**config.mk**
```make
export PLATFORM = sky130hd
export DESIGN_NAME = host_loader
export DESIGN_NICKNAME = d
export VERILOG_FILES = /design/src/rtl/host_loader_pkg.sv /design/src/rtl/host_cfg_assembler.sv /design/src/rtl/host_loader.sv
export SDC_FILE = /design/constraint.sdc
export NUM_CORES = 1
export LEC_CHECK = 0
export CORE_ASPECT_RATIO = 0.8
export CORE_MARGIN = 2
export CORE_UTILIZATION = 50
export DETAILED_ROUTE_END_ITERATION = 8
export PLACE_DENSITY_LB_ADDON = 0.08
export SYNTH_ARGS = -nofsm -noshare
export SYNTH_HDL_FRONTEND = slang
export SYNTH_SLANG_ARGS = --single-unit
```
**constraint.sdc**
```tcl
create_clock -name clk -period 2.8 [get_ports clk]
set_clock_uncertainty 0.2 [all_clocks]
set_input_delay 0.42 -clock clk [delete_from_list [all_inputs] [get_ports clk]]
set_output_delay 0.42 -clock clk [all_outputs]
set_load 0.1 [all_outputs]
```
**src/rtl/host_loader_pkg.sv**
```systemverilog
// Shared definitions for the host command-stream loader: op codes, header
// field positions, FSM state encoding and the config beat-count helper.
// Widths normally come from param_define.v; defaults are provided when absent.
`ifndef H_C_W
`define H_C_W 72
`endif
`ifndef A_W
`define A_W 10
`endif
`ifndef EX_bus
`define EX_bus (2 + `A_W + 32)
`endif

package host_loader_pkg;

    // Header op codes ([31:28])
    localparam logic [3:0] OP_CFG  = 4'd1;
    localparam logic [3:0] OP_DATA = 4'd2;
    localparam logic [3:0] OP_RUN  = 4'd3;

    // Header field positions
    localparam int OP_LSB   = 28;
    localparam int OP_W     = 4;
    localparam int BASE_LSB = 16;
    localparam int CNT_LSB  = 0;
    localparam int CNT_W    = 16;

    typedef enum logic [2:0] {
        ST_HDR,
        ST_CFG_LD,
        ST_CFG_APPLY,
        ST_DATA_WR,
        ST_RUN_WAIT,
        ST_CHK
    } state_t;

    function automatic int cfg_beats(input int hc_w);
        return (hc_w + 31) / 32;
    endfunction

    localparam int CFG_BEATS = (`H_C_W + 31) / 32;

endpackage

```
**src/rtl/host_cfg_assembler.sv**
```systemverilog
// Assembles the wide configuration word from 32-bit beats and applies it to the shadow.
// Latency: host_controller updates the cycle after apply; beat merge is same-cycle.
// Backpressure: none internally; the caller gates beat_vld with its own handshake.
// Ports: clk/rst; clear restarts the beat counter; beat_vld/beat_dat load one beat
// (LSB beat first); apply copies the assembled word (including a beat offered in the
// same cycle) into host_controller; last_beat flags that the next beat completes it.
module host_cfg_assembler
    import host_loader_pkg::*;
#(
    parameter int HC_W  = `H_C_W,
    parameter int BEATS = CFG_BEATS
) (
    input  logic            clk,
    input  logic            rst,
    input  logic            clear,
    input  logic            beat_vld,
    input  logic [31:0]     beat_dat,
    input  logic            apply,
    output logic            last_beat,
    output logic [HC_W-1:0] host_controller
);

    localparam int CW = (BEATS > 1) ? $clog2(BEATS) : 1;

    logic [CW-1:0]   cnt_q;
    logic [HC_W-1:0] asm_q;
    logic [HC_W-1:0] asm_d;
    logic [HC_W-1:0] hc_q;

    assign last_beat       = (cnt_q == CW'(BEATS - 1));
    assign host_controller = hc_q;

    // Merge the incoming beat bit-by-bit so bits of the final beat above HC_W
    // simply have no destination.
    always_comb begin
        asm_d = asm_q;
        for (int i = 0; i < HC_W; i++) begin
            if (beat_vld && (int'(cnt_q) == i / 32)) begin
                asm_d[i] = beat_dat[i % 32];
            end
        end
    end

    always_ff @(posedge clk) begin
        if (rst) begin
            cnt_q <= '0;
            asm_q <= '0;
            hc_q  <= '0;
        end else begin
            asm_q <= asm_d;
            if (clear) begin
                cnt_q <= '0;
            end else if (beat_vld) begin
                cnt_q <= last_beat ? '0 : cnt_q + CW'(1);
            end
            if (apply) begin
                hc_q <= asm_d;
            end
        end
    end

endmodule

```
**src/rtl/host_loader.sv**
```systemverilog
// Command-stream front end: headers/payload in, init/run strobes and ex_bus SPM writes out.
// Latency: all outputs registered; write, init and run appear 1 cycle after the causing beat.
// Backpressure: s_ready low in CFG_APPLY and RUN_WAIT; s_valid gaps simply stall payload.
// Ports: clk, rst (sync, active-high); s_valid/s_ready/s_data command stream;
// init/run strobes; host_controller config shadow; ex_bus {wen,ren,addr,data};
// busy (state != HDR); err (sticky: illegal op, or checksum mismatch).
// Optional macro HOST_LOADER_CKSUM_EN adds an XOR checksum beat after each
// CFG and each non-empty DATA command, verified in the CHK state.
`ifndef H_C_W
`define H_C_W 72
`endif
`ifndef A_W
`define A_W 10
`endif
`ifndef EX_bus
`define EX_bus (2 + `A_W + 32)
`endif

module host_loader
    import host_loader_pkg::*;
#(
    parameter int HC_W  = `H_C_W,
    parameter int A_W   = `A_W,
    parameter int EXB_W = `EX_bus
) (
    input  logic             clk,
    input  logic             rst,
    input  logic             s_valid,
    output logic             s_ready,
    input  logic [31:0]      s_data,
    output logic             init,
    output logic             run,
    output logic [HC_W-1:0]  host_controller,
    output logic [EXB_W-1:0] ex_bus,
    output logic             busy,
    output logic             err
);

    state_t state_q, state_d;

    logic             accept;
    logic [OP_W-1:0]  hdr_op;
    logic [A_W-1:0]   hdr_base;
    logic [CNT_W-1:0] hdr_cnt;
    logic             cfg_last;

    // Output-process results
    logic s_ready_d, busy_d;
    logic hdr_acc, cfg_start, run_set, illegal, apply, cfg_beat, data_beat, cksum_bad;

    // Registered state / outputs
    logic             s_ready_q, busy_q, init_q, run_q, err_q;
    logic             wen_q;
    logic [A_W-1:0]   wr_addr_q;
    logic [31:0]      wr_data_q;
    logic [A_W-1:0]   addr_q;
    logic [CNT_W-1:0] left_q;
    logic [CNT_W-1:0] run_cnt_q;
`ifdef HOST_LOADER_CKSUM_EN
    logic [31:0]      xor_q;
    logic             chk_cfg_q;
    logic             cksum_ok;
`endif

    assign accept   = s_valid & s_ready_q;
    assign hdr_op   = s_data[OP_LSB +: OP_W];
    assign hdr_base = s_data[BASE_LSB +: A_W];
    assign hdr_cnt  = s_data[CNT_LSB +: CNT_W];
`ifdef HOST_LOADER_CKSUM_EN
    assign cksum_ok = (s_data == xor_q);
`endif

    // State register
    always_ff @(posedge clk) begin
        if (rst) begin
            state_q <= ST_HDR;
        end else begin
            state_q <= state_d;
        end
    end

    // Next-state logic
    always_comb begin
        state_d = state_q;
        case (state_q)
            ST_HDR: begin
                if (accept) begin
                    case (hdr_op)
                        OP_CFG:  state_d = ST_CFG_LD;
                        OP_DATA: state_d = (hdr_cnt != '0) ? ST_DATA_WR : ST_HDR;
                        OP_RUN:  state_d = ST_RUN_WAIT;
                        default: state_d = ST_HDR;
                    endcase
                end
            end
            ST_CFG_LD: begin
                if (accept && cfg_last) begin
`ifdef HOST_LOADER_CKSUM_EN
                    state_d = ST_CHK;
`else
                    state_d = ST_CFG_APPLY;
`endif
                end
            end
            ST_CFG_APPLY: state_d = ST_HDR;
            ST_DATA_WR: begin
                if (accept && left_q == CNT_W'(1)) begin
`ifdef HOST_LOADER_CKSUM_EN
                    state_d = ST_CHK;
`else
                    state_d = ST_HDR;
`endif
                end
            end
            ST_RUN_WAIT: begin
                if (run_cnt_q == '0) begin
                    state_d = ST_HDR;
                end
            end
`ifdef HOST_LOADER_CKSUM_EN
            ST_CHK: begin
                if (accept) begin
                    state_d = (chk_cfg_q && cksum_ok) ? ST_CFG_APPLY : ST_HDR;
                end
            end
`endif
            default: state_d = ST_HDR;
        endcase
    end

    // Output / control decode; registered below so every port is a flop.
    always_comb begin
        hdr_acc   = accept && (state_q == ST_HDR);
        cfg_start = hdr_acc && (hdr_op == OP_CFG);
        run_set   = hdr_acc && (hdr_op == OP_RUN);
        illegal   = hdr_acc && (hdr_op != OP_CFG) && (hdr_op != OP_DATA) && (hdr_op != OP_RUN);
        cfg_beat  = accept && (state_q == ST_CFG_LD);
        data_beat = accept && (state_q == ST_DATA_WR);
        cksum_bad = 1'b0;
`ifdef HOST_LOADER_CKSUM_EN
        // The shadow is only written once the checksum beat confirms the load.
        apply     = accept && (state_q == ST_CHK) && chk_cfg_q && cksum_ok;
        cksum_bad = accept && (state_q == ST_CHK) && !cksum_ok;
`else
        apply     = cfg_beat && cfg_last;
`endif
        s_ready_d = (state_d == ST_HDR) || (state_d == ST_CFG_LD) ||
                    (state_d == ST_DATA_WR) || (state_d == ST_CHK);
        busy_d    = (state_d != ST_HDR);
    end

    always_ff @(posedge clk) begin
        if (rst) begin
            s_ready_q <= 1'b0;
            busy_q    <= 1'b0;
            init_q    <= 1'b0;
            run_q     <= 1'b0;
            err_q     <= 1'b0;
            wen_q     <= 1'b0;
            wr_addr_q <= '0;
            wr_data_q <= '0;
            addr_q    <= '0;
            left_q    <= '0;
            run_cnt_q <= '0;
        end else begin
            s_ready_q <= s_ready_d;
            busy_q    <= busy_d;
            init_q    <= apply;
            run_q     <= run_set;
            wen_q     <= data_beat;
            if (illegal || cksum_bad) begin
                err_q <= 1'b1;
            end
            if (hdr_acc) begin
                addr_q    <= hdr_base;
                left_q    <= hdr_cnt;
                run_cnt_q <= hdr_cnt;
            end
            if (data_beat) begin
                wr_addr_q <= addr_q;
                wr_data_q <= s_data;
                addr_q    <= addr_q + A_W'(1);
                left_q    <= left_q - CNT_W'(1);
            end
            if (state_q == ST_RUN_WAIT && run_cnt_q != '0) begin
                run_cnt_q <= run_cnt_q - CNT_W'(1);
            end
        end
    end

`ifdef HOST_LOADER_CKSUM_EN
    always_ff @(posedge clk) begin
        if (rst) begin
            xor_q     <= '0;
            chk_cfg_q <= 1'b0;
        end else begin
            if (hdr_acc) begin
                xor_q     <= '0;
                chk_cfg_q <= (hdr_op == OP_CFG);
            end else if (cfg_beat || data_beat) begin
                xor_q <= xor_q ^ s_data;
            end
        end
    end
`endif

    host_cfg_assembler #(
        .HC_W  (HC_W),
        .BEATS (cfg_beats(HC_W))
    ) u_cfg (
        .clk             (clk),
        .rst             (rst),
        .clear           (cfg_start),
        .beat_vld        (cfg_beat),
        .beat_dat        (s_data),
        .apply           (apply),
        .last_beat       (cfg_last),
        .host_controller (host_controller)
    );

    assign s_ready = s_ready_q;
    assign busy    = busy_q;
    assign init    = init_q;
    assign run     = run_q;
    assign err     = err_q;
    assign ex_bus  = {wen_q, 1'b0, wr_addr_q, wr_data_q};

endmodule

```
==> metrics, run 1 <==
CTS Buf Count 23; RR Startpoint run_cnt_q[0]; asr flop ratio synth 0%; Post-synth EDFFs 0; Yosys cell types between 50 and 60; clock-pin transition on the worst setup and hold timing paths 60 ps; setup TNS 0 ps; starting density of the core about half; Mean Syn Cell Area 7.91 µm²; core area 17400 µm²; root buf cell clkbuf_16; Layout area overhead 27.2%; Synth Instances 1122; prevailing post-synth register cell dfxtp_1; via count 8211; fin crit share roughly 86%; Clock Path Buffers 3; final count of pins violating max slew 0; post-synthesis register bit count roughly 230; H-tree level count 1; cts-stage hold buffer count 0; CP required 2960 ps; Die Y around 120 µm; Buffers on Ports 154; CP max stage cell nor4b_2; Overall Global Routing Usage 26.2%; FILL cells 1488; RSZ-0062 raised after global routing no; WS Path Type flip-flop to flip-flop; CP Capture Type flip-flop; nets@finish 1307; Synth Cell Area 8870 µm²; max_slew headroom 49.1%; width of the die around 150 µm; vias in the first global route 7496; post_cts resized 0; VDD IR max 0.482 mV; crit path capture run_cnt_q[1]; # Max-Cap Violations 0; TritonRoute pass-1 iters 4; Final Wtd Congestion about 0.91; Worst Max-Slew Pin Slew 762 ps; vias per cell about 5.4; final hold viol count 0; Synth area leader dfxtp_1; synth warn 0; Tmin final 2410 ps; GRT overflow 0; CP cell instances inv_1, ha_1, nor4b_2, a31oi_1, a211oi_1, a211oi_1; share of cells above drive strength 1 16.7%; crit path launch type flip-flop; DRC viols 0; synth top area cells dfxtp_1 (52%), nand2_1 (16%), a21oi_1 (11%); gr busiest metal met2; HPWL after DPL 16900 µm; CP startpoint run_cnt_q[0]; crit path DAT roughly 2600 ps; final antenna-violating net count 0; PwrDens around 610 nW/µm²; initial antenna violation count 1; status finished, final reports clean; endpoints failing setup 0; area share of the largest cell type after synthesis roughly 52%; met2 GRT Util 41.5%; flop-to-flop setup slack 390 ps; r2r worst-path depth 6; DP Cell Count 1468; CTS tree done; Max FO, Critical Path 7; GRT met1 Usage 35.9%; Routed WL 25000 µm; WL/cell about 17 µm; met3 Use GR 6.91%; num ports 156; cell mode on critical path a211oi_1; Leak roughly 0.0041 µW; First DRT Iteration DRCs 575; FMAX 415 MHz; Post-Syn Nets 1161; largest net degree at the start of global routing 75; Non-Filler Instances ~1500; first-pass GRT wire length 39700 µm; Core Rows 43; Post-CTS Repair Setup Buffers 0; Seq/Total Area, Yosys 52.1%; die area 18800 µm²; Reg-to-Reg End run_cnt_q[1]; Clock Sink Count 231; worst skew pair latency 500 ps; slowest stage delay, CP 640 ps; HP Class input pin to flip-flop
[critical path: cells and delay by family, from the launching register on]
| family | cells | cell delay [ps] |
|---|---|---|
| flops | 1 | 330 |
| compound gates | 3 | 800 |
| fa+ha+maj | 1 | 200 |
| simple gates | 1 | 640 |
| buf+inv | 1 | 90 |
[layout make-up]
cell class | instances | area, µm² | share of cell area [%]
diodes | 1 | 2.50 | 0.0222
clock buffers | 36 | 674 | 5.98
clock inverters | 3 | 65.1 | 0.577
inverters | 11 | 41.3 | 0.366
multi-input cells | 799 | 3890 | 34.5
flip-flops and latches | 231 | 4620 | 41.0
well taps | 225 | 282 | 2.49
repair buffers | 202 | 1700 | 15.1
[registers in the layout, summed over array words and instances, names as in the netlist]
register	count
s_ready	1
left_q	16
run_cnt_q	16
wr_addr_q	10
u_cfg.host_controller	72
u_cfg.cnt_q	2
wr_data_q	32
u_cfg.asm_q	64
init	1
err	1
wen_q	1
busy	1
run	1
state_q	3
addr_q	10
[Yosys cell counts, types with 4 or more instances]
cell      number
inv_1         11
a221oi_1       4
nor2_1        37
clkbuf_1      62
nand4_1        5
dfxtp_1      231
or3_1         13
nor3b_1        5
a211oi_1       7
o211ai_1      12
nand3_1       16
nor3_1         9
a21oi_1      201
nor4_1         8
o21ai_1        8
and3_1         6
a32oi_1        6
and2_1         4
nand2_1      382
ha_1           4
a31oi_1       17
buf_2         13
[how the worst min path moves through the flow]
stage	slack, ps	start	depth (start not counted)	end
global placement	240	u_cfg.asm_q[50]	2	u_cfg.host_controller[50]
finish	170	rst	2	s_ready
CTS	160	rst	2	state_q[0]
global route	180	rst	2	state_q[0]
floorplan	230	u_cfg.asm_q[0]	2	u_cfg.host_controller[0]
detailed placement	240	u_cfg.asm_q[7]	2	u_cfg.host_controller[7]
[power breakdown]
part	switching [µW]	internal [µW]	total [µW]	leakage, µW
sequential	42.9	3330	3370	0.00187
combinational	291	173	464	0.00190
clock	1220	1830	3050	0.000361
[cell families (layout without fill, tap and decap cells)]
family,Yosys count,in the layout,synth area share [%]
AO/OA/AOI/OAI,282,282,18.2
XOR/XNOR,2,2,0.197
adder cells (fa/ha/maj),4,4,0.564
buffers and inverters,92,252,4.20
flip-flops,231,231,52.1
multiplexers,2,2,0.240
other,1,2,0.0423
AND/OR/NAND/NOR,508,508,24.4
[routing by layer]
layer,up-vias,part of all wire [%]
met5,-,0
met4,0,2.1
met3,34,8.2
met2,263,45
met1,3828,45
li1,4086,-
[placed cells by master, fill, tap and decap left out, types with 4 or more instances in the layout]
| cell | n |
|---|---|
| and3_1 | 6 |
| clkbuf_1 | 8 |
| dfxtp_1 | 231 |
| nand3_1 | 16 |
| clkbuf_8 | 5 |
| a221oi_1 | 4 |
| o21ai_1 | 8 |
| a21oi_1 | 201 |
| nor2_1 | 37 |
| ha_1 | 4 |
| nand4_1 | 5 |
| inv_1 | 11 |
| a211oi_1 | 7 |
| a31oi_1 | 17 |
| a32oi_1 | 6 |
| buf_4 | 160 |
| buf_12 | 8 |
| clkdlybuf4s50_1 | 33 |
| o211ai_1 | 12 |
| or3_1 | 13 |
| clkbuf_16 | 23 |
| nor4_1 | 8 |
| nand2_1 | 381 |
| nor3_1 | 8 |
[stage by stage]
stage | hold WS (ps) | setup WS [ps] | area (µm²) | power [µW] | util (%)
floorplan | 232 | 231 | 8870 | 3690 | -
global placement | 238 | 152 | 10500 | 3900 | 60.7
detailed placement | 243 | 114 | 10500 | 3900 | 60.7
CTS | 164 | 431 | 11300 | 6920 | 64.9
global route | 182 | 190 | 11300 | 7100 | 64.9
finish | 169 | 388 | 11300 | 6880 | 64.9
Note: power is estimated with default switching activity, not from simulation.
==> run 2, diff against run 1 <==
SETUP_SLACK_MARGIN = 0.15   (was unset)
==> results of run 2 <==
No change in the layout: final DEF, timing and power equal those of run 1.
